### config.mk
export PLATFORM = sky130hd
export DESIGN_NAME = axis_arb_2to1
export DESIGN_NICKNAME = d
export VERILOG_FILES = /design/src/rtl/axis_arb_pkg.sv /design/src/rtl/axis_reg_slice.sv /design/src/rtl/axis_arb_2to1.sv
export SDC_FILE = /design/constraint.sdc
export NUM_CORES = 1
export LEC_CHECK = 0
export CORE_UTILIZATION = 30
export DETAILED_ROUTE_END_ITERATION = 7
export GPL_TIMING_DRIVEN = 0
export PLACE_DENSITY_LB_ADDON = 0.25
export SLEW_MARGIN = 20
export SYNTH_ARGS = -nofsm -noshare
export SYNTH_HDL_FRONTEND = slang
export SYNTH_HIERARCHICAL = 1
export SYNTH_SLANG_ARGS = --single-unit
### constraint.sdc
create_clock -name clk -period 3.8 [get_ports clk]
set_input_delay 0.57 -clock clk [delete_from_list [all_inputs] [get_ports clk]]
set_output_delay 0.57 -clock clk [all_outputs]
set_load 0.005 [all_outputs]
### src/rtl/axis_arb_pkg.sv
// axis_arb_pkg: arbiter state type and one-hot grant encodings for axis_arb_2to1
package axis_arb_pkg;
    typedef enum logic [1:0] {IDLE, LOCK0, LOCK1} arb_state_t;
    localparam logic [1:0] GRANT_NONE = 2'b00;
    localparam logic [1:0] GRANT_0    = 2'b01;
    localparam logic [1:0] GRANT_1    = 2'b10;
    function automatic logic [1:0] grant_of(arb_state_t s);
        return s == LOCK0 ? GRANT_0 : s == LOCK1 ? GRANT_1 : GRANT_NONE;
    endfunction
endpackage

### src/rtl/axis_reg_slice.sv
// axis_reg_slice: single-stage registered AXI-Stream output with pass-through ready
module axis_reg_slice #(
    parameter int WIDTH = 16
) (
    input  logic             clk,
    input  logic             rst,
    input  logic [WIDTH-1:0] in_data,
    input  logic             in_valid,
    input  logic             in_last,
    output logic             in_ready,
    output logic [WIDTH-1:0] out_data,
    output logic             out_valid,
    output logic             out_last,
    input  logic             out_ready
);
    logic [WIDTH-1:0] data_q, data_d;
    logic             valid_q, valid_d, last_q, last_d, load;
    always_comb begin
        in_ready = !valid_q || out_ready;
        load     = in_valid && in_ready;
        data_d   = load ? in_data : data_q;
        last_d   = load ? in_last : last_q;
        valid_d  = load || (valid_q && !out_ready);
    end
    always_ff @(posedge clk) begin
        if (rst) begin
            data_q  <= '0;
            last_q  <= 1'b0;
            valid_q <= 1'b0;
        end else begin
            data_q  <= data_d;
            last_q  <= last_d;
            valid_q <= valid_d;
        end
    end
    assign out_data  = data_q;
    assign out_valid = valid_q;
    assign out_last  = last_q;
endmodule

### src/rtl/axis_arb_2to1.sv
// axis_arb_2to1: packet-locked 2:1 AXI-Stream arbiter; define AXIS_ARB_RR_EN for round-robin ties
import axis_arb_pkg::*;
module axis_arb_2to1 #(
    parameter int WIDTH = 16
) (
    input  logic             clk,
    input  logic             rst,
    input  logic [WIDTH-1:0] data_0,
    input  logic             valid_0,
    input  logic             last_0,
    output logic             ready_0,
    input  logic [WIDTH-1:0] data_1,
    input  logic             valid_1,
    input  logic             last_1,
    output logic             ready_1,
    output logic [WIDTH-1:0] data,
    output logic             valid,
    output logic             last,
    input  logic             ready,
    output logic [1:0]       grant,
    output logic             busy
);
    arb_state_t       state_q, state_d, tie_pick;
    logic [1:0]       grant_q;
    logic             busy_q, sel_valid, sel_last, slice_ready, acc_last;
    logic [WIDTH-1:0] sel_data;
`ifdef AXIS_ARB_RR_EN
    logic last_grant_q, last_grant_d;
    assign tie_pick     = last_grant_q ? LOCK0 : LOCK1;
    assign last_grant_d = acc_last ? state_q == LOCK1 : last_grant_q;
    always_ff @(posedge clk) last_grant_q <= rst ? 1'b1 : last_grant_d;
`else
    assign tie_pick = LOCK0;
`endif
    always_comb begin
        sel_valid = state_q == LOCK0 ? valid_0 : state_q == LOCK1 ? valid_1 : 1'b0;
        sel_data  = state_q == LOCK1 ? data_1 : data_0;
        sel_last  = state_q == LOCK1 ? last_1 : last_0;
        ready_0   = state_q == LOCK0 && slice_ready;
        ready_1   = state_q == LOCK1 && slice_ready;
        acc_last  = sel_valid && slice_ready && sel_last;
        state_d   = state_q;
        if (state_q == IDLE)
            state_d = valid_0 && valid_1 ? tie_pick : valid_0 ? LOCK0 : valid_1 ? LOCK1 : IDLE;
        else if (acc_last)
            state_d = IDLE;
    end
    // grant/busy are registered copies of the next state so they track state_q exactly
    always_ff @(posedge clk) begin
        if (rst) begin
            state_q <= IDLE;
            grant_q <= GRANT_NONE;
            busy_q  <= 1'b0;
        end else begin
            state_q <= state_d;
            grant_q <= grant_of(state_d);
            busy_q  <= state_d != IDLE;
        end
    end
    assign grant = grant_q;
    assign busy  = busy_q;
    axis_reg_slice #(.WIDTH(WIDTH)) u_out (
        .clk(clk), .rst(rst),
        .in_data(sel_data), .in_valid(sel_valid), .in_last(sel_last), .in_ready(slice_ready),
        .out_data(data), .out_valid(valid), .out_last(last), .out_ready(ready)
    );
endmodule

# Yosys cells after proc, flatten, opt, wreduce, memory -nomap -nowiden
# Cells that the tools add are included.
# totals
ram_bits,0
ff_bits,23
memories,0
latch_bits,0
romBits,0
input_bits,39
# op_classes
div_mod_pow,0
bitwise,0
shift,0
eq_ne,4
n_reduce_logical,13
n_lt_le_gt_ge,0
add_sub_neg,0
mul,0
muxes,11
# ops
cell,count
2-to-1 mux 16 bit,1
2-to-1 mux 2 bit,6
logical AND 1 bit,6
"== test 2 x 1 -> 1 bit, second input constant",2
"== test 2 bit, second input constant",2
2-to-1 mux 1 bit,4
logical NOT 1 bit,2
logical NOT 2 bit,1
logical OR 1 bit,2
nonzero test 2 bit,1
OR reduction 2 bit,1

# Logic depth before layout (Yosys ltp)
# Gate-level depths: netlist (run 1).
# logic_depth
depth_word,10
ltp_mapped,7

# Cells and area by module
# Netlist (run 1), hierarchy kept.
# modules_own_cells
module,n_inst,area_each_um2,seq_area_each_um2,cells_each
axis_reg_slice,1,834.6,360.3,82
axis_arb_2to1,1,513.0,100.1,47

# Least setup slack after synthesis (run 1)
# Ideal clock, no wire load.
# synth_path
path_kind,in2out
from,input ready
to,output ready_0
t_required_ns,3.230
t_arrival_ns,1.159
stages,4
slack_ns,2.071
path_buffers,2
path_cell_list,nand2b_4 -> buf_6 -> buf_2 -> and2_1
# synth_between
elab_chain_cells,2
# synth_rtl
element,line_no,rtl
"start, declared",axis_arb_2to1.sv:19,"input logic ready,"
logical OR 1 bit,axis_reg_slice.sv:19,in_ready = !valid_q || out_ready;
via slice_ready,axis_arb_2to1.sv:25,"logic busy_q, sel_valid, sel_last, slice_ready, acc_last;"
logical AND 1 bit,axis_arb_2to1.sv:39,ready_0 = state_q == LOCK0 && slice_ready;
"end, declared",axis_arb_2to1.sv:11,"output logic ready_0,"
# The timed path passes the listed nets, and every way through them passes these cells.

# Final worst setup path (run 1)
# Ends and elaborated chain as after synthesis.

==> qor.yml, run 1 <==
outcome: "finished, final reports clean"
min_period_ps: 2820
area_growth_pct: 53.5
maxCapViolCount: 0
final-max-slew-violation-count: 0
crit_type: "input port to output pin"
power_density_nw_per_um2: 289
dr_total_vias: 1194
die_width_um: 69.0
grt_pass1_vias: 1212
ys.flop_type: "dfxtp_1"
grt_overflow: 0
max_stage_delay_ps: 490
drt_iter0_drc: 40
synth_cells: 129
die_area_um2: 4760
ir_drop_v: 0.000195
worstHoldStart: "state_q[0]"
clockRootBuffer: "clkbuf_8"
synth_edf_count: 0
critPathSlowestCell: "clkdlybuf4s50_1"
final_cell_mix: "61 x clkdlybuf4s50_1, 23 x dfxtp_1, 18 x nand3_1, 11 x a21bo_1, 11 x a21oi_2"
leakage_nw: 0.759
clock_latency_ps: 260
grtUsageTotal_pct: 15.7
ys_async_sr_fraction_pct: 0
worst_pin_slew_ps: 456
numCtsBuffers: 3
setup_violations: 0
antenna_found_initial: 0
yosysUniqueCellTypes: 28
holdPathEnd: "grant[1]"
reg2reg_slack_ps: 1890
cts_resized: 0
crit_top_cell: "clkdlybuf4s50_1"
row_count: 24
syn_nets: 168
dr.pass1.iters: 4
gp_congestion: 0.783
place.port_buffers: 61
grt_first_pass_wirelength_um: 6040
cts_sinks: 23
clockBufferDepth: 2
pin_count: 62
wl_per_cell_um: 14.4
ys_warn_count: 6
drive_gt1_share_pct: 23.7
worst_ep_arrival_time_ps: 2250
rsz0062_at_grt: "false"
hold_path_depth: 2
die_h_um: 69.0
ys_ff_latch: 23
cp-end-kind: "output pin"
reg2reg_from: "state_q[1]"
post_synth.cell_area_avg_um2: 10.4
min_path_type: "register to register"
drc_errors: 0
fin_skew_ps: 6.65
hpwl_um: 2620
worstPathCellList: "clkdlybuf4s50_1 -> nand2b_4 -> buf_6 -> buf_2 -> and2_1 -> clkdlybuf4s50_1"
reg2reg_depth: 7
path_clk_slew_ps: 80
layout.nets: 234
required_ps: 3230
fin_crit_sh_pct: 74.2
final_common_cell: "clkdlybuf4s50_1"
seq_area_frac_synth_pct: 34.2
grt_max_degree: 17
cp_max_fo: 16
max_freq_mhz: 355
holdBufCountCts: 0
coreArea_um2: 4320
n_antenna_cell: 0
holdWs_ps: 570
htree_levels: 1
drt_wl_total_um: 3530
fillCellCount: 405
slew_headroom_pct: 69.6
cp-start-kind: "input port"
tns_ps: 0
initial_core_util_pct: 31.2
cts_tree: "done"
via_per_inst: 4.85
finalHoldViolations: 0
rr_endpoint: "u_out/out_data[4]"
ant_nets: 0
syn_area_um2: 1350
post_cts_buffers: 0
==> worst max path at each step <==
stage          cells past startpoint  startpoint      end
2_1_floorplan                      4       ready  ready_0
3_3_place_gp                       6       ready  ready_0
3_5_place_dp                       6       ready  ready_1
4_1_cts                            6       ready  ready_0
5_1_grt                            6       ready  ready_0
6_report                           6       ready  ready_0
==> final cells by class <==
cell class	instances	area [um2]	area share [%]
multi-input combinational	92	779	37.7
timing repair buffer	61	611	29.5
sequential	23	460	22.3
buffer	13	104	5.02
tap	52	65.1	3.15
clock buffer	4	45.0	2.18
inverter	1	3.75	0.181
==> cells in the mapped netlist (4+ instances only) <==
cell type   n  area (um2)
dfxtp_1    23         460
nand3_1    18        90.1
a21bo_1    11         110
a21oi_2    11        96.3
mux2_4     10         150
a21oi_1     9        45.0
a21bo_2     6        60.1
buf_6       6        67.6
mux2_1      5        56.3
a41oi_1     4        35.0
buf_2       4        20.0
==> worst max-delay path, delay by kind of cell <==
family        cells  cell delay (ps)
buf+inv           4             1380
simple gates      2              290
==> per-stage QoR <==
stage / cell area [um2] / power [mW] / utilization [%] / instances / worst slack, ps
6_report: 2070 / 0.598 / 47.8 / 246 / 981
5_1_grt: 2070 / 0.633 / 47.8 / 246 / 892
4_1_cts: 2070 / 0.607 / 47.8 / 246 / 960
3_5_place_dp: 2020 / 0.454 / 46.8 / 242 / 967
3_3_place_gp: 2020 / 0.449 / 46.8 / 242 / 988
2_1_floorplan: 1350 / 0.363 / - / 129 / 2070
==> where the power goes <==
group | internal [mW] | leakage (nW) | total [mW] | switching [mW]
sequential | 0.257 | 0.188 | 0.267 | 0.00928
clock | 0.0748 | 0.0228 | 0.151 | 0.0766
combinational | 0.115 | 0.548 | 0.181 | 0.0654
total | 0.447 | 0.759 | 0.598 | 0.151
==> sequential cells by signal, summed over array words and instances, names as in the netlist <==
register	count
u_out/out_data	16
grant	2
state_q	2
busy	1
u_out/out_last	1
u_out/out_valid	1
==> layer usage <==
layer  up-vias  wire [um]  part of all wire, %  GRT usage, %
li1        600          -                    -             -
met1       557       1500                   42          18.9
met2        33       1830                   52          27.9
met3         4        157                  4.4          3.65
met4         0         45                  1.3          4.08
met5         -          0                    0             0
==> cell families (layout without fill, tap and decap cells) <==
kind of cell / Yosys count / count (layout) / synth area share, %
AO/OA/AOI/OAI: 46 / 46 / 28.2
multiplexers: 17 / 17 / 17.0
AND/OR/NAND/NOR: 29 / 29 / 12.6
buffers and inverters: 14 / 79 / 7.98
flip-flops: 23 / 23 / 34.2
No activity file was read; power rests on OpenSTA's default activity.
==> run 2, diff against run 1 <==
- clock period: 3.8 -> 2.85 ns (I/O delays scaled with it)
==> results of run 2 <==
Same layout as run 1 (identical final DEF). Status: finished, final reports clean.
Main changes from that run: setup slack after placement 967 ps -> 302 ps; setup slack after layout 981 ps -> 316 ps; register-to-register setup slack 1890 ps -> 940 ps; total power 0.598 mW -> 0.798 mW; worst IR drop on VDD 0.000195 V -> 0.000260 V
